<file path="config.mk">
export PLATFORM = sky130hd
export DESIGN_NAME = button_pulse_gen
export DESIGN_NICKNAME = d
export VERILOG_FILES = /design/src/rtl/button_pulse_pkg.sv /design/src/rtl/button_channel.sv /design/src/rtl/button_pulse_gen.sv
export SDC_FILE = /design/constraint.sdc
export NUM_CORES = 1
export LEC_CHECK = 0
export ABC_AREA = 1
export BUFFER_PORTS_ARGS = -buffer_cell sky130_fd_sc_hd__buf_2
export CORE_UTILIZATION = 62
export DETAILED_ROUTE_END_ITERATION = 7
export PLACE_DENSITY = 0.8
export RECOVER_POWER = 100
export SETUP_SLACK_MARGIN = 0.3
export SYNTH_ARGS = -nofsm -noshare
export SYNTH_HDL_FRONTEND = slang
export SYNTH_SLANG_ARGS = --single-unit
</file>
<file path="constraint.sdc">
create_clock -name clk -period 2.25 [get_ports clk]
set_clock_uncertainty 0.2 [all_clocks]
set_input_delay 0.1125 -clock clk [delete_from_list [all_inputs] [get_ports clk]]
set_output_delay 0.1125 -clock clk [all_outputs]
set_load 0.02 [all_outputs]
</file>
<file path="src/rtl/button_pulse_pkg.sv">
// Shared encodings and helpers for the push-button front end.
package button_pulse_pkg;

    typedef enum logic [1:0] {
        EDGE_RISE = 2'b00,
        EDGE_FALL = 2'b01,
        EDGE_BOTH = 2'b10,
        EDGE_OFF  = 2'b11
    } edge_mode_e;

    typedef enum logic [1:0] {
        RPT_IDLE   = 2'd0,
        RPT_WAIT   = 2'd1,
        RPT_REPEAT = 2'd2
    } rpt_state_e;

    // Bits needed to hold 0..n-1, never less than one.
    function automatic int cnt_width(input int n);
        return (n > 1) ? $clog2(n) : 1;
    endfunction

    function automatic logic rise_enabled(input edge_mode_e m);
        return (m == EDGE_RISE) || (m == EDGE_BOTH);
    endfunction

    function automatic logic fall_enabled(input edge_mode_e m);
        return (m == EDGE_FALL) || (m == EDGE_BOTH);
    endfunction

    // Auto-repeat is a stream of press events, so it follows the rise setting.
    function automatic logic repeat_enabled(input edge_mode_e m);
        return rise_enabled(m);
    endfunction

endpackage

</file>
<file path="src/rtl/button_channel.sv">
// One button channel: 2-flop synchronizer, tick-paced debouncer,
// edge detector and hold-to-repeat FSM feeding a registered pulse.
module button_channel
    import button_pulse_pkg::*;
#(
    parameter int DEB_SAMPLES  = 4,
    parameter int REPEAT_DELAY = 250,
    parameter int REPEAT_RATE  = 50
) (
    input  logic       clk,
    input  logic       rst_n,
    input  logic       tick,
    input  logic       btn_raw,
    input  logic [1:0] edge_mode,
    input  logic       repeat_en,
    output logic       btn_level,
    output logic       btn_pulse
);

    localparam int DEB_W   = cnt_width(DEB_SAMPLES);
    localparam int RPT_MAX = (REPEAT_DELAY > REPEAT_RATE) ? REPEAT_DELAY : REPEAT_RATE;
    localparam int RPT_W   = cnt_width(RPT_MAX);

    localparam logic [DEB_W-1:0] DEB_LAST   = DEB_W'(DEB_SAMPLES - 1);
    localparam logic [RPT_W-1:0] DELAY_LAST = RPT_W'(REPEAT_DELAY - 1);
    localparam logic [RPT_W-1:0] RATE_LAST  = RPT_W'(REPEAT_RATE - 1);

    edge_mode_e mode;
    assign mode = edge_mode_e'(edge_mode);

    // ------------------------------------------------------------------
    // Synchronizer
    // ------------------------------------------------------------------
    logic [1:0] sync_q;
    logic       btn_synced;

    // NOTE: state registers use non-blocking (<=) so every flop samples the
    // pre-edge value of its neighbours; blocking here would collapse the chain.
    always_ff @(posedge clk or negedge rst_n) begin
        if (!rst_n) begin
            sync_q <= '0;
        end else begin
            sync_q <= {sync_q[0], btn_raw};
        end
    end

    assign btn_synced = sync_q[1];

    // ------------------------------------------------------------------
    // Debouncer
    // ------------------------------------------------------------------
    logic             level_q;
    logic             level_d;
    logic [DEB_W-1:0] deb_cnt_q;
    logic [DEB_W-1:0] deb_cnt_d;

    // NOTE: every output of a combinational block gets a default first, so no
    // path through the if/case can leave it unassigned and infer a latch.
    always_comb begin
        level_d   = level_q;
        deb_cnt_d = deb_cnt_q;
        if (tick) begin
            if (btn_synced != level_q) begin
                if (deb_cnt_q == DEB_LAST) begin
                    level_d   = ~level_q;
                    deb_cnt_d = '0;
                end else begin
                    deb_cnt_d = deb_cnt_q + DEB_W'(1);
                end
            end else begin
                deb_cnt_d = '0;
            end
        end
    end

    always_ff @(posedge clk or negedge rst_n) begin
        if (!rst_n) begin
            level_q   <= 1'b0;
            deb_cnt_q <= '0;
        end else begin
            level_q   <= level_d;
            deb_cnt_q <= deb_cnt_d;
        end
    end

    logic level_rise;
    assign level_rise = level_d & ~level_q;

    // ------------------------------------------------------------------
    // Hold-to-repeat FSM; decisions are taken on the same edge the level moves
    // ------------------------------------------------------------------
    rpt_state_e       rpt_state_q;
    rpt_state_e       rpt_state_d;
    logic [RPT_W-1:0] rpt_cnt_q;
    logic [RPT_W-1:0] rpt_cnt_d;
    logic             rpt_fire;

    always_comb begin
        rpt_state_d = rpt_state_q;
        rpt_cnt_d   = rpt_cnt_q;
        rpt_fire    = 1'b0;
        if (!level_d || !repeat_en) begin
            rpt_state_d = RPT_IDLE;
            rpt_cnt_d   = '0;
        end else begin
            case (rpt_state_q)
                RPT_IDLE: begin
                    if (level_rise) begin
                        rpt_state_d = RPT_WAIT;
                        rpt_cnt_d   = '0;
                    end
                end
                RPT_WAIT: begin
                    if (tick) begin
                        if (rpt_cnt_q == DELAY_LAST) begin
                            rpt_fire    = 1'b1;
                            rpt_state_d = RPT_REPEAT;
                            rpt_cnt_d   = '0;
                        end else if (rpt_cnt_q != '1) begin
                            rpt_cnt_d = rpt_cnt_q + RPT_W'(1);
                        end
                    end
                end
                RPT_REPEAT: begin
                    if (tick) begin
                        if (rpt_cnt_q == RATE_LAST) begin
                            rpt_fire  = 1'b1;
                            rpt_cnt_d = '0;
                        end else if (rpt_cnt_q != '1) begin
                            rpt_cnt_d = rpt_cnt_q + RPT_W'(1);
                        end
                    end
                end
                default: begin
                    rpt_state_d = RPT_IDLE;
                    rpt_cnt_d   = '0;
                end
            endcase
        end
    end

    always_ff @(posedge clk or negedge rst_n) begin
        if (!rst_n) begin
            rpt_state_q <= RPT_IDLE;
            rpt_cnt_q   <= '0;
        end else begin
            rpt_state_q <= rpt_state_d;
            rpt_cnt_q   <= rpt_cnt_d;
        end
    end

    // ------------------------------------------------------------------
    // Pulse output: events land one clk after the edge that decided them
    // ------------------------------------------------------------------
    logic level_prev_q;
    logic rep_pend_q;
    logic pulse_q;
    logic edge_hit;
    logic rep_hit;

    assign edge_hit = (level_q & ~level_prev_q & rise_enabled(mode))
                    | (~level_q & level_prev_q & fall_enabled(mode));
    // Re-qualify a pending repeat so a drop of enable or level kills it at once.
    assign rep_hit  = rep_pend_q & level_q & repeat_en & repeat_enabled(mode);

    always_ff @(posedge clk or negedge rst_n) begin
        if (!rst_n) begin
            level_prev_q <= 1'b0;
            rep_pend_q   <= 1'b0;
            pulse_q      <= 1'b0;
        end else begin
            level_prev_q <= level_q;
            rep_pend_q   <= rpt_fire;
            pulse_q      <= (edge_hit | rep_hit) & ~pulse_q;
        end
    end

    assign btn_level = level_q;
    assign btn_pulse = pulse_q;

endmodule

</file>
<file path="src/rtl/button_pulse_gen.sv">
// N-channel push-button front end: shared sample-tick prescaler driving
// one debounce/edge/repeat channel per button.
module button_pulse_gen
    import button_pulse_pkg::*;
#(
    parameter int N_CH         = 4,
    parameter int DIV          = 4,
    parameter int DEB_SAMPLES  = 4,
    parameter int REPEAT_DELAY = 250,
    parameter int REPEAT_RATE  = 50
) (
    input  logic            clk,
    input  logic            rst_n,
    input  logic [N_CH-1:0] btn_raw,
    input  logic [1:0]      edge_mode,
    input  logic [N_CH-1:0] repeat_en,
    output logic [N_CH-1:0] btn_level,
    output logic [N_CH-1:0] btn_pulse
);

    localparam int DIV_W = cnt_width(DIV);
    localparam logic [DIV_W-1:0] DIV_LAST = DIV_W'(DIV - 1);

    logic [DIV_W-1:0] div_cnt_q;
    logic             tick;

    // With DIV=1 the counter sits at zero and tick stays high.
    assign tick = (div_cnt_q == DIV_LAST);

    always_ff @(posedge clk or negedge rst_n) begin
        if (!rst_n) begin
            div_cnt_q <= '0;
        end else if (tick) begin
            div_cnt_q <= '0;
        end else begin
            div_cnt_q <= div_cnt_q + DIV_W'(1);
        end
    end

    for (genvar g = 0; g < N_CH; g++) begin : g_ch
        button_channel #(
            .DEB_SAMPLES  (DEB_SAMPLES),
            .REPEAT_DELAY (REPEAT_DELAY),
            .REPEAT_RATE  (REPEAT_RATE)
        ) u_channel (
            .clk       (clk),
            .rst_n     (rst_n),
            .tick      (tick),
            .btn_raw   (btn_raw[g]),
            .edge_mode (edge_mode),
            .repeat_en (repeat_en[g]),
            .btn_level (btn_level[g]),
            .btn_pulse (btn_pulse[g])
        );
    end

endmodule

</file>
# Word level (Yosys, flattened, before mapping)
# Index checks and enable logic that the tools add are counted.
[totals] input_bits=12 ff_bits=74 out_inout_bits=8 elab_cells=273
[op_classes] add_sub_neg=9 eq_ne=51 n_reduce_logical=27 muxes=97 bitwise_logic=56
[ops] op="8-bit two-way mux" n=28
[ops] op="8-bit one-hot mux with 3 select lines" n=4
[ops] op="2-bit two-way mux" n=25
[ops] op="1-bit bitwise AND" n=36
[ops] op="8-bit by 1-bit adder with 8-bit output, second input constant" n=4
[ops] op="8-bit by 6-bit equality test with 1-bit output, second input constant" n=4
[ops] op="8-bit equality test, second input constant" n=4
[ops] op="1-bit two-way mux" n=32
[ops] op="8-bit != test, second input constant" n=4
[ops] op="3-bit by 1-bit != test with 1-bit output, second input constant" n=10
[ops] op="2-bit one-hot mux with 3 select lines" n=4
[ops] op="2-bit equality test, second input constant" n=10
[ops] op="3-bit by 2-bit != test with 1-bit output, second input constant" n=6
[ops] op="4-bit AND reduction" n=4
[ops] op="1-bit NOT" n=12
[ops] op="3-bit AND reduction" n=4
[ops] op="2-bit by 1-bit adder with 2-bit output, second input constant" n=5
[ops] op="2-bit by 1-bit equality test with 1-bit output, second input constant" n=5
[ops] op="2-bit zero test" n=5
[ops] op="1-bit zero test" n=8
[ops] op="2-bit by 1-bit != test with 1-bit output, second input constant" n=4
[ops] op="1-bit bitwise OR" n=8
[ops] op="1-bit one-hot mux with 2 select lines" n=4
[ops] op="1-bit logical OR" n=6
[ops] op="1-bit != test" n=4

# Longest topological paths before layout
# Gate-level depths: netlist of run 1.
[depth] word_depth=8 mapped_depth=12 mapped_depth_nobuf=11

# Cells and area by module
# From an unflattened synthesis of run 1, not the netlist that was laid out.
[unflattened] cells_unflattened=680 area_unflattened_um2=4981.0
[by_module_without_submodules] module="button_channel" n_inst=4 cells_each=169 area_each_um2=1228.7 seq_area_each_um2=450.4
[by_module_without_submodules] module="button_pulse_gen" n_inst=1 cells_each=4 area_each_um2=66.3 seq_area_each_um2=50.0

# Worst setup path after synthesis of run 1
# OpenSTA, ideal clock, no wires.
[synth_timing] kind="flip-flop to flip-flop" start="register div_cnt_q[0]" end="register g_ch[1].u_channel.rpt_cnt_q[0]" path_stages_with_launch=13 setup_slack_ns=0.422 synth_period_minus_slack_ns=1.828 required_ns=1.937 path_buffers=1 arrival_time_ns=1.516 setup_ns=0.113 path_cell_list="dfrtp_1 > ha_1 > buf_4 > nand2_1 > nand2_1 > nand2_1 > nor2_1 > nand3_1 > nand2_1 > nor2_1 > nand2_1 > nand2_1 > inv_1"
[synth_between] elab_chain_len=6
[synth_lines] element="start, declared" line="button_pulse_gen.sv:24" rtl="logic [DIV_W-1:0] div_cnt_q;"
[synth_lines] element="start signal, assigned" line="button_pulse_gen.sv:36" rtl="div_cnt_q <= div_cnt_q + DIV_W'(1);"
[synth_lines] element="2-bit equality test (*)" line="button_pulse_gen.sv:28" rtl="assign tick = (div_cnt_q == DIV_LAST);"
[synth_lines] element="1-bit two-way mux" line="button_channel.sv:62" rtl="if (tick) begin"
[synth_lines] element="1-bit zero test" line="button_channel.sv:102" rtl="if (!level_d || !repeat_en) begin"
[synth_lines] element="1-bit logical OR" line="button_channel.sv:102"
[synth_lines] element="3-bit by 1-bit != test with 1-bit output (no source line) / 3-bit by 2-bit != test with 1-bit output (equally long branches)"
[synth_lines] element="3-bit AND reduction (no source line)"
[synth_lines] element="end signal, assigned" line="button_channel.sv:148" rtl="rpt_cnt_q <= rpt_cnt_d;"
[synth_lines] element="end, declared" line="button_channel.sv:94" rtl="logic [RPT_W-1:0] rpt_cnt_q;"
# Mark *: on every way between the ends. The rest lies on a longest branch, timed or not.
# A chain may end at the register's enable or synchronous reset.

# Worst setup path after layout of run 1
# Ends and elaborated chain as after synthesis.

==> impl_metrics.py, run 1 <==
metrics = {
    "run_status": {
        "status": "complete, no violations",
    },
    "detailed_routing": {
        "num_vias": 3848,
        "viasPerCell": 5.26,
        "drt-initial-drc-count": 245,
        "firstDrtPassIters": 4,
        "routed_wl_um": 9120,
        "drc": 0,
        "wl_per_cell_um": 12.5,
        "drtAntennaViolNets": 0,
    },
    "synth": {
        "ys_types": 35,
        "synth_top_area_share_pct": 41.1,
        "synth_top_area_cell": "dfrtp_1",
        "syn-mean-instance-area_um2": 7.63,
        "ys_warn_count": 0,
        "synthTopCellsByArea": "dfrtp_1 41%, nand2_1 15%, ha_1 9.2%",
        "syn_area_mm2": 0.00451,
        "ys_seq_area_share_pct": 41.1,
        "synth_edf_count": 0,
        "synthArstFlopShare_pct": 100,
        "ys.flop_type": "dfrtp_1",
        "postSynthNetCount": 636,
        "synth_cells": 591,
        "ys_ff_latch": 74,
    },
    "clocking": {
        "cts_made_buffers": 9,
        "clk_latency_ns": 0.34,
        "cts.sinks": 74,
        "ctsHtreeMaxLevel": 3,
        "cts_tree": "done",
        "cts_root_buf": "clkbuf_8",
        "clk_pin_slew_ns": 0.08,
        "cts_buffer_depth": 2,
    },
    "min_path": {
        "hold_depth": 0,
        "hold_start": "g_ch[2].u_channel.sync_q[0]",
        "hold_class": "reg -> reg",
        "holdPathEnd": "g_ch[2].u_channel.sync_q[1]",
    },
    "sta": {
        "report.final.slew_viol_count": 0,
        "tightest_slew_ns": 0.894,
        "setup_tns_ns": 0,
        "timing.final.crit_share_pct": 88.3,
        "max_slew_margin_pct": 40.4,
        "rsz0062_at_grt": "true",
        "finalHoldViolCount": 0,
        "setup_viol": 0,
        "finalCriticalPeriod_ns": 1.99,
        "max_freq_mhz": 503,
    },
    "critical_path": {
        "r2r_slack_ns": 0.26,
        "worstRegToRegCells": 12,
        "r2r_start": "div_cnt_q[0]",
        "path_buf_inv": 2,
        "cp-start-kind": "flip-flop",
        "arrival_ns": 2.03,
        "critPathMaxFanout": 16,
        "worst_path_most_repeated_cell": "nand2_1",
        "critPathKind": "reg -> reg",
        "slowest_delay_ns": 0.39,
        "critPathCaptureType": "flip-flop",
        "rr_endpoint": "g_ch[1].u_channel.rpt_cnt_q[0]",
        "crit_family": "simple AND/OR/NAND/NOR gates",
        "cp.required_ns": 2.30,
        "slowest_stage": "dfrtp_1",
        "crit_chain": "ha_1 -> buf_12 -> nand2_1 -> nand2_1 -> nand2_1 -> nor2_2 -> nand3_2 -> nand2_1 -> nor2_4 -> nand2_1 -> nand2_1 -> inv_1",
    },
    "cells_and_area": {
        "synthToLayoutAreaGrowth_pct": 13.0,
        "drive_gt1_share_pct": 11.3,
        "fill_cells": 554,
        "layout.cells.non_filler": 731,
        "n_antenna_cell": 0,
        "fin_area_mm2": 0.00510,
        "final_nets": 676,
    },
    "grt": {
        "gr-total-overflow": 0,
        "grt_pass1_wl_um": 15100,
        "antenna_found_initial": 0,
        "gr-usage-all-layers_pct": 25.6,
        "grt_use_met1_pct": 34.6,
        "grt_max_degree": 39,
        "use_met3_pct": 3.98,
        "grtUsageMet2_pct": 40.8,
        "grt_pass1_vias": 3476,
        "busiest_layer": "met2",
    },
    "floorplan": {
        "start_util_pct": 65.3,
        "die-area_mm2": 0.00762,
        "die_x_um": 87.3,
        "core.rowCount": 30,
        "design.core.area_mm2": 0.00691,
        "io_pins": 20,
        "die_height_um": 87.3,
    },
    "power_and_ir_drop": {
        "peakVddDrop_v": 0.000750,
        "power_density_mw_per_mm2": 915,
        "p_leak_nw": 2.58,
    },
    "placed_design": {
        "place.gp.congestion": 0.949,
        "post_dp_cell_area_mm2": 0.00468,
        "dp_hpwl_um": 6370,
        "io_buffers": 19,
        "dp.cells": 697,
    },
    "flow_run": {
        "timing.max_cap.violations": 0,
    },
}
[power breakdown]
| group | switching (mW) | total (mW) | internal, mW |
|---|---|---|---|
| Sequential | 0.226 | 1.81 | 1.58 |
| Clock | 0.481 | 1.01 | 0.532 |
| Combinational | 1.22 | 1.84 | 0.621 |
| Total | 1.93 | 4.66 | 2.74 |
[worst reg2reg max path, stage by stage (launching register included)]
cell and delay, ns:
dfrtp_1 0.39, ha_1 0.23, buf_12 0.17, nand2_1 0.06
nand2_1 0.08, nand2_1 0.18, nor2_2 0.09, nand3_2 0.09
nand2_1 0.09, nor2_4 0.15, nand2_1 0.07, nand2_1 0.07
inv_1 0.04
[cells by family (layout without fill, tap and decap cells)]
family / count (synthesis) / after routing / synth area share, %
buffers and inverters: 97 / 141 / 9.24
XOR/XNOR: 8 / 8 / 1.55
adder cells (fa/ha/maj): 33 / 33 / 9.16
AND/OR/NAND/NOR: 325 / 325 / 32.3
AO/OA/AOI/OAI: 54 / 54 / 6.69
flip-flops: 74 / 74 / 41.1
[metal layers]
| layer | share of wire [%] | wire (um) | up-vias |
|---|---|---|---|
| met4 | 2.1 | 192 | 0 |
| met5 | 0 | 0 | - |
| met3 | 3.8 | 351 | 18 |
| met2 | 48 | 4370 | 87 |
| li1 | - | - | 1958 |
| met1 | 46 | 4200 | 1785 |
[how the worst max path moves through the flow]
stage,start,to,cells after the start
6_report,div_cnt_q[0],g_ch[1].u_channel.rpt_cnt_q[0],12
4_1_cts,div_cnt_q[0],g_ch[1].u_channel.rpt_cnt_q[6],10
5_1_grt,div_cnt_q[0],g_ch[1].u_channel.rpt_cnt_q[0],12
2_1_floorplan,div_cnt_q[0],g_ch[1].u_channel.rpt_cnt_q[0],12
3_5_place_dp,div_cnt_q[0],g_ch[1].u_channel.rpt_cnt_q[4],12
3_3_place_gp,div_cnt_q[0],g_ch[1].u_channel.rpt_cnt_q[0],12
[registers in the layout (all words and copies together) (netlist names)]
name / count
g_ch.u_channel.sync_q: 8
g_ch.u_channel.btn_level: 4
g_ch.u_channel.level_prev_q: 4
g_ch.u_channel.rep_pend_q: 4
g_ch.u_channel.rpt_state_q: 8
g_ch.u_channel.deb_cnt_q: 8
div_cnt_q: 2
g_ch.u_channel.btn_pulse: 4
g_ch.u_channel.rpt_cnt_q: 32
[cell usage in the layout, fill, tap and decap left out, types with 9 or more instances in the layout]
cell,netlist,routed
nor3_1,13,13
inv_1,80,78
a21oi_1,15,15
nand4_1,14,14
nor2_1,41,37
dfrtp_1,74,74
nand2_1,177,173
clkbuf_1,1,11
nand3_1,60,58
dlygate4sd3_1,0,9
o21ai_0,28,29
buf_2,1,10
buf_4,9,9
clkbuf_8,0,10
ha_1,33,33
[cells in the mapped netlist, drive strengths merged (4+ instances only)]
cell	n
o21ai	35
buf	12
nand4	14
inv	84
nand2	180
nand3b	4
nor2	46
a21oi	16
ha	33
nor3	14
xor2	7
dfrtp	74
nand3	64
[through the flow]
step / util, % / hold slack, ns / power, mW / worst slack [ns]
5_1_grt: 73.8 / 0.162 / 5.00 / 0.138
6_report: 73.8 / 0.152 / 4.66 / 0.263
3_5_place_dp: 67.8 / -0.0907 / 3.47 / 0.184
2_1_floorplan: - / -0.383 / 3.12 / 0.422
3_3_place_gp: 67.8 / -0.0925 / 3.40 / 0.260
4_1_cts: 72.8 / 0.0839 / 4.58 / 0.300
[layout make-up]
| class | instances | area [um2] | area share (%) |
|---|---|---|---|
| Tap cell | 96 | 120 | 2.36 |
| Multi-Input combinational cell | 420 | 2320 | 45.5 |
| Clock buffer | 10 | 138 | 2.70 |
| Sequential cell | 74 | 1850 | 36.3 |
| Clock inverter | 5 | 55.1 | 1.08 |
| Inverter | 84 | 330 | 6.48 |
| Timing Repair Buffer | 42 | 282 | 5.52 |
[what timing repair did]
| action | in CTS | in global routing |
|---|---|---|
| buffers inserted | 4 | 6 |
| pin swaps | 2 | 10 |
| gates resized for setup | 10 | 26 |
| hold buffers | 9 | 0 |
| hold endpoints to repair | 91 | 0 |
| endpoints found under the setup margin | 22 | 36 |
(Power assumes the default switching activity.)
==> run 2, diff against run 1 <==
- CORE_UTILIZATION: 62 -> 63
- PLACE_DENSITY: 0.8 -> 0.81
- SYNTH_HIERARCHICAL: unset -> 1
==> impl_metrics.py, run 2 <==
metrics = {
    "run_status": {
        "status": "complete, no violations",
    },
    "synth": {
        "ys.flop_type": "dfrtp_1",
        "synth-simple-area-share_pct": 37.0,
        "syn-mean-instance-area_um2": 7.33,
        "synth_top_area_cell": "dfrtp_1",
        "syn_area_mm2": 0.00498,
        "synthTopCellsByArea": "dfrtp_1 37%, nand2_1 17%, inv_1 9.3%",
        "synth_commonest_cells": "228 x nand2_1, 124 x inv_1, 74 x dfrtp_1, 68 x nand3_1, 37 x ha_1",
        "muxShareOfSynthArea_pct": 0,
        "synth_top_family_by_area": "simple AND/OR/NAND/NOR gates",
        "ys_types": 23,
        "synth_xor_area_share_pct": 0.703,
        "synth_most_common_cell": "nand2_1",
        "ys_seq_area_share_pct": 37.2,
        "synth_edf_count": 0,
        "postSynthNetCount": 729,
        "synth_compound_area_share_pct": 5.53,
        "ys_ff_latch": 74,
        "synth_cells": 680,
        "synth_top_area_share_pct": 37.2,
        "ys_warn_count": 6,
        "synth_fa_ha_area_share_pct": 9.29,
        "synthArstFlopShare_pct": 100,
    },
    "clocking": {
        "ctsHtreeMaxLevel": 3,
        "cts_tree": "done",
        "clk_latency_ns": 0.35,
        "cts_root_buf": "clkbuf_8",
        "cts_made_buffers": 9,
        "clk_pin_slew_ns": 0.08,
        "cts.sinks": 74,
        "cts_buffer_depth": 2,
    },
    "floorplan": {
        "start_util_pct": 64.8,
        "die_x_um": 90.9,
        "design.core.area_mm2": 0.00769,
        "core.rowCount": 32,
        "io_pins": 20,
        "die_height_um": 90.9,
        "die-area_mm2": 0.00827,
    },
    "sta": {
        "setup_tns_ns": 0,
        "finalCriticalPeriod_ns": 1.90,
        "setup_viol": 0,
        "timing.final.crit_share_pct": 84.3,
        "tightest_slew_ns": 0.948,
        "rsz0062_at_grt": "true",
        "finalHoldViolCount": 0,
        "max_slew_margin_pct": 36.8,
        "report.final.slew_viol_count": 0,
        "max_freq_mhz": 527,
    },
    "detailed_routing": {
        "drt-initial-drc-count": 233,
        "firstDrtPassIters": 5,
        "drtAntennaViolNets": 0,
        "num_vias": 4404,
        "viasPerCell": 5.31,
        "drc": 0,
        "routed_wl_um": 10400,
        "wl_per_cell_um": 12.5,
    },
    "critical_path": {
        "arrival_ns": 1.97,
        "critPathKind": "reg -> reg",
        "worst_path_most_repeated_cell": "nand2_1",
        "slowest_delay_ns": 0.42,
        "crit_family": "simple AND/OR/NAND/NOR gates",
        "path_buf_inv": 1,
        "crit_chain": "ha_4 -> nand2_1 -> nand2_1 -> nand3_1 -> inv_1 -> nand2_2 -> a21oi_4 -> nand3_1 -> nand2_1",
        "slowest_stage": "dfrtp_1",
        "critPathCaptureType": "flip-flop",
        "critPathMaxFanout": 15,
        "cp-start-kind": "flip-flop",
        "cp.required_ns": 2.33,
    },
    "power_and_ir_drop": {
        "power_density_mw_per_mm2": 900,
        "finalPower_mw": 4.96,
        "p_leak_nw": 3.04,
        "peakVddDrop_v": 0.000692,
    },
    "cells_and_area": {
        "n_antenna_cell": 0,
        "mostFrequentLayoutCells": "235 x nand2_1, 128 x inv_1, 74 x dfrtp_1, 71 x nand3_1, 36 x ha_1",
        "layout_commonest_cell": "nand2_1",
        "multiInputGateArea_mm2": 0.00259,
        "postLayoutCoreUtil_pct": 71.7,
        "synthToLayoutAreaGrowth_pct": 10.7,
        "largest_register_ffs": 32,
        "regMostFlops": "g_ch.u_channel/rpt_cnt_q",
        "fill_cells": 657,
        "regArea_mm2": 0.00185,
        "drive_gt1_share_pct": 8.53,
        "layout.cells.non_filler": 829,
        "final_nets": 772,
    },
    "flow_run": {
        "timing.max_cap.violations": 0,
    },
    "placed_design": {
        "io_buffers": 19,
        "dp.cells": 805,
        "dp_hpwl_um": 7480,
        "place.gp.congestion": 0.873,
    },
    "grt": {
        "grt_max_degree": 40,
        "grt_pass1_vias": 4233,
        "gr-usage-all-layers_pct": 27.3,
        "gr-total-overflow": 0,
        "grt_pass1_wl_um": 18300,
        "antenna_found_initial": 0,
    },
    "min_path": {
        "hold_class": "in -> reg",
    },
}
-- run 2: changes by cell type in the layout (fill, tap and decap cells not counted), moves of 7 or more --
cell and change:
nand3_1 +13, inv_1 +50, a21oi_1 -7, nand2_1 +62
o21ai_0 -13, nand4_1 +10, buf_4 -9, nor3_1 -13
-- run 2: worst paths after layout --
check,startpoint,endpoint,slack (ns),cells past startpoint
min in group asynchronous,rst_n,g_ch[2].u_channel/rpt_cnt_q[2],0.24,2
worst max-delay path,div_cnt_q[0],g_ch[3].u_channel/rpt_cnt_q[4],0.35,9
worst max register to register,div_cnt_q[0],g_ch[3].u_channel/rpt_cnt_q[4],0.35,9
worst min-delay path,repeat_en[3],g_ch[3].u_channel/btn_pulse,0.05,5
max in group asynchronous,rst_n,g_ch[1].u_channel/rpt_cnt_q[7],0.50,3
worst min register to register,g_ch[3].u_channel/sync_q[0],g_ch[3].u_channel/sync_q[1],0.15,0
-- run 2: layer usage --
metal / wire length [um] / global-route usage, %
met5: 0 / 0
met4: 154 / 10.6
met3: 511 / 4.12
met2: 5060 / 46.2
met1: 4660 / 35.3
-- run 2: where the power goes --
| group | internal (mW) | switching [mW] |
|---|---|---|
| clock network | 0.759 | 0.495 |
| registers | 1.60 | 0.273 |
| logic | 0.603 | 1.23 |
| total | 2.96 | 2.00 |
-- run 2: what timing repair did --
item / CTS / global route
pin swaps: 0 / 1
setup buffers: 0 / 1
gates resized for setup: 1 / 1
hold endpoints to repair: 81 / 0
endpoints found under the setup margin: 40 / 43
hold buffers: 8 / 0
-- run 2: kinds of logic (layout without fill, tap and decap cells) --
group                      Yosys count  after routing
DFF                                 74             74
adders and majority gates           37             37
buffers and inverters              132            179
xor gates and xnor gates             4              4
AOI/OAI and AO/OA                   40             40
and+or+nand+nor                    393            393
-- run 2: cell type report --
cell class / instances / area share [%]
Clock inverter: 5 / 1.86
Clock buffer: 10 / 2.50
Tap cell: 102 / 2.31
Sequential cell: 74 / 33.6
Multi-Input combinational cell: 474 / 47.0
Timing Repair Buffer: 32 / 3.36
Inverter: 132 / 9.35
-- run 2: tightest hold or removal path: stages --
cell,delay (ns)
buf_2,0.13
nand2_1,0.06
nand2_1,0.05
o211ai_1,0.10
a21oi_1,0.09
-- run 2: per-stage QoR --
| step | setup slack (ns) | area, um2 | hold WS, ns |
|---|---|---|---|
| 3_5_place_dp | 0.210 | 5240 | -0.0828 |
| 3_3_place_gp | 0.268 | 5240 | -0.0907 |
| 4_1_cts | 0.342 | 5570 | 0.0127 |
| 6_report | 0.353 | 5510 | 0.0454 |
| 2_1_floorplan | 0.468 | 4980 | -0.383 |
| 5_1_grt | 0.163 | 5510 | 0.0691 |
==> run 3, diff against run 2 <==
- CORE_UTILIZATION: 63 -> 57
- PLACE_DENSITY: 0.81 -> 0.77
- clock period: 2.25 -> 1.56 ns (I/O delays scaled with it)
==> impl_metrics.py, run 3 (synthesis gave the netlist of run 2 again) <==
metrics = {
    "grt": {
        "gr-total-overflow": 0,
        "antenna_found_initial": 0,
        "grt_max_degree": 27,
        "gr-usage-all-layers_pct": 27.3,
        "grt_pass1_vias": 4514,
        "grt_pass1_wl_um": 19500,
    },
    "sta": {
        "worst_slack_ns": -0.307,
        "report.final.slew_viol_count": 0,
        "max_slew_margin_pct": 48.3,
        "rsz0062_at_grt": "true",
        "finalCriticalPeriod_ns": 1.87,
        "finalHoldViolCount": 0,
        "timing.final.crit_share_pct": 120,
        "tightest_slew_ns": 0.776,
        "max_freq_mhz": 536,
        "hold_ws_ns": 0.0474,
        "setup_viol": 49,
    },
    "critical_path": {
        "cp-start-kind": "flip-flop",
        "critPathCaptureType": "flip-flop",
        "arrival_ns": 1.92,
        "worstRegToRegCells": 10,
        "critPathMaxFanout": 5,
        "cp.required_ns": 1.61,
        "critPathKind": "reg -> reg",
    },
    "floorplan": {
        "die_height_um": 95.5,
        "io_pins": 20,
        "core.rowCount": 33,
        "die_x_um": 95.5,
        "die-area_mm2": 0.00912,
        "start_util_pct": 59.7,
        "design.core.area_mm2": 0.00834,
    },
    "min_path": {
        "hold_depth": 5,
        "hold_class": "in -> reg",
    },
    "cells_and_area": {
        "layout_commonest_cell": "nand2_1",
        "synthToLayoutAreaGrowth_pct": 30.4,
        "n_antenna_cell": 0,
        "final_nets": 855,
        "mostFrequentLayoutCells": "205 x nand2_1, 114 x inv_1, 76 x buf_4, 72 x dfrtp_1, 62 x nand3_1",
        "drive_gt1_share_pct": 27.3,
        "layout.cells.non_filler": 916,
        "regMostFlops": "g_ch.u_channel/rpt_cnt_q",
        "largest_register_ffs": 32,
    },
    "clocking": {
        "clk_latency_ns": 0.36,
        "cts_root_buf": "clkbuf_8",
        "cts_tree": "done",
        "cts.sinks": 74,
        "cts_buffer_depth": 2,
        "clk_pin_slew_ns": 0.09,
        "cts_made_buffers": 9,
        "ctsHtreeMaxLevel": 3,
    },
    "power_and_ir_drop": {
        "clkPwrFrac_pct": 18.8,
        "power_report.internal_total_mw": 4.62,
        "power.share.switching_pct": 42.9,
        "switching_power_mw": 3.47,
        "power_density_mw_per_mm2": 1250,
        "p_leak_nw": 3.54,
        "peakVddDrop_v": 0.000834,
        "p_comb_share_pct": 48.1,
        "seqPwrFrac_pct": 33.1,
    },
    "detailed_routing": {
        "routed_wl_um": 13100,
        "viasPerCell": 5.38,
        "num_vias": 4930,
        "wl_per_cell_um": 14.3,
        "drtAntennaViolNets": 0,
        "drt-initial-drc-count": 259,
        "firstDrtPassIters": 5,
        "drc": 0,
    },
    "placed_design": {
        "dp_hpwl_um": 8430,
        "place.gp.congestion": 0.897,
        "io_buffers": 19,
        "dp.cells": 865,
    },
    "run_status": {
        "failed_checks": "negative setup slack",
        "status": "finished with violations",
    },
    "flow_run": {
        "timing.max_cap.violations": 0,
    },
}
## run 3: cell count changes in the layout (fill, tap and decap cells not counted), moves of 5 or more
| cell | delta |
|---|---|
| buf_4 | +76 |
| buf_6 | +5 |
| clkbuf_1 | -11 |
| inv_1 | -14 |
| inv_2 | +10 |
| nand2_1 | -30 |
| nand2_2 | +21 |
| nand2_4 | +9 |
| nand3_1 | -9 |
| nand3_2 | +6 |
## run 3: stage by stage
step,util (%),power (mW),instance area (um2),setup TNS (ns),setup WS (ns)
final,77.9,8.10,6500,-10.37,-0.307
after global routing,77.9,8.67,6500,-13.65,-0.358
after detailed placement,68.6,5.86,5730,-10.80,-0.319
after CTS,73.5,7.61,6130,-6.97,-0.200
after global placement,68.6,5.70,5730,-7.23,-0.197
after floorplan,-,4.75,5010,-3.22,-0.0894
## run 3: what timing repair did
item / in CTS / in global routing
hold endpoints to repair: 85 / 0
gates cloned: 0 / 5
pin swaps: 1 / 32
gates resized for setup: 23 / 60
setup endpoints to repair: 59 / 61
hold buffers: 9 / 0
buffers inserted: 6 / 15
## run 3: power by group through the flow
stage	Combinational (mW)	Clock (mW)	Sequential, mW
finish	3.89	1.52	2.68
global route	4.27	1.66	2.74
CTS	3.40	1.54	2.67
detailed placement	3.17	0	2.69
global placement	3.04	0	2.67
floorplan	2.00	0	2.76
## run 3: layer usage
metal	track usage (%)	part of all wire, %	up-vias
met2	47.6	51	166
met5	0	0	-
met3	4.94	5.1	43
met4	8.58	3.2	0
li1	-	-	2390
met1	34.1	41	2331
## run 3: cell type report
type | instances | area [um2]
Clock buffer | 9 | 124
Clock inverter | 7 | 76.3
Fill cell | 578 | 1840
Inverter | 132 | 526
Multi-Input combinational cell | 478 | 2880
Sequential cell | 74 | 1850
Tap cell | 105 | 131
Timing Repair Buffer | 111 | 906
## run 3: worst max-delay path: stages, from the launching register on
cell and delay (ns):
dfrtp_1 0.42, ha_4 0.19, buf_4 0.15, nand2_2 0.06, nand2_2 0.07, nand4_1 0.18, nand2_4 0.12, nor2_8 0.18
nand2_1 0.08, nand2_1 0.07, inv_1 0.05
## run 3: worst paths after layout
path / startpoint / to / slack [ns]
max in group asynchronous: rst_n / g_ch[1].u_channel/btn_level / 0.43
max reg2reg: div_cnt_q[0] / g_ch[2].u_channel/rpt_cnt_q[6] / -0.31
max: div_cnt_q[0] / g_ch[2].u_channel/rpt_cnt_q[6] / -0.31
min reg2reg: g_ch[1].u_channel/sync_q[0] / g_ch[1].u_channel/sync_q[1] / 0.15
min: repeat_en[3] / g_ch[3].u_channel/rep_pend_q / 0.05
min in group asynchronous: rst_n / g_ch[2].u_channel/rpt_cnt_q[3] / 0.12
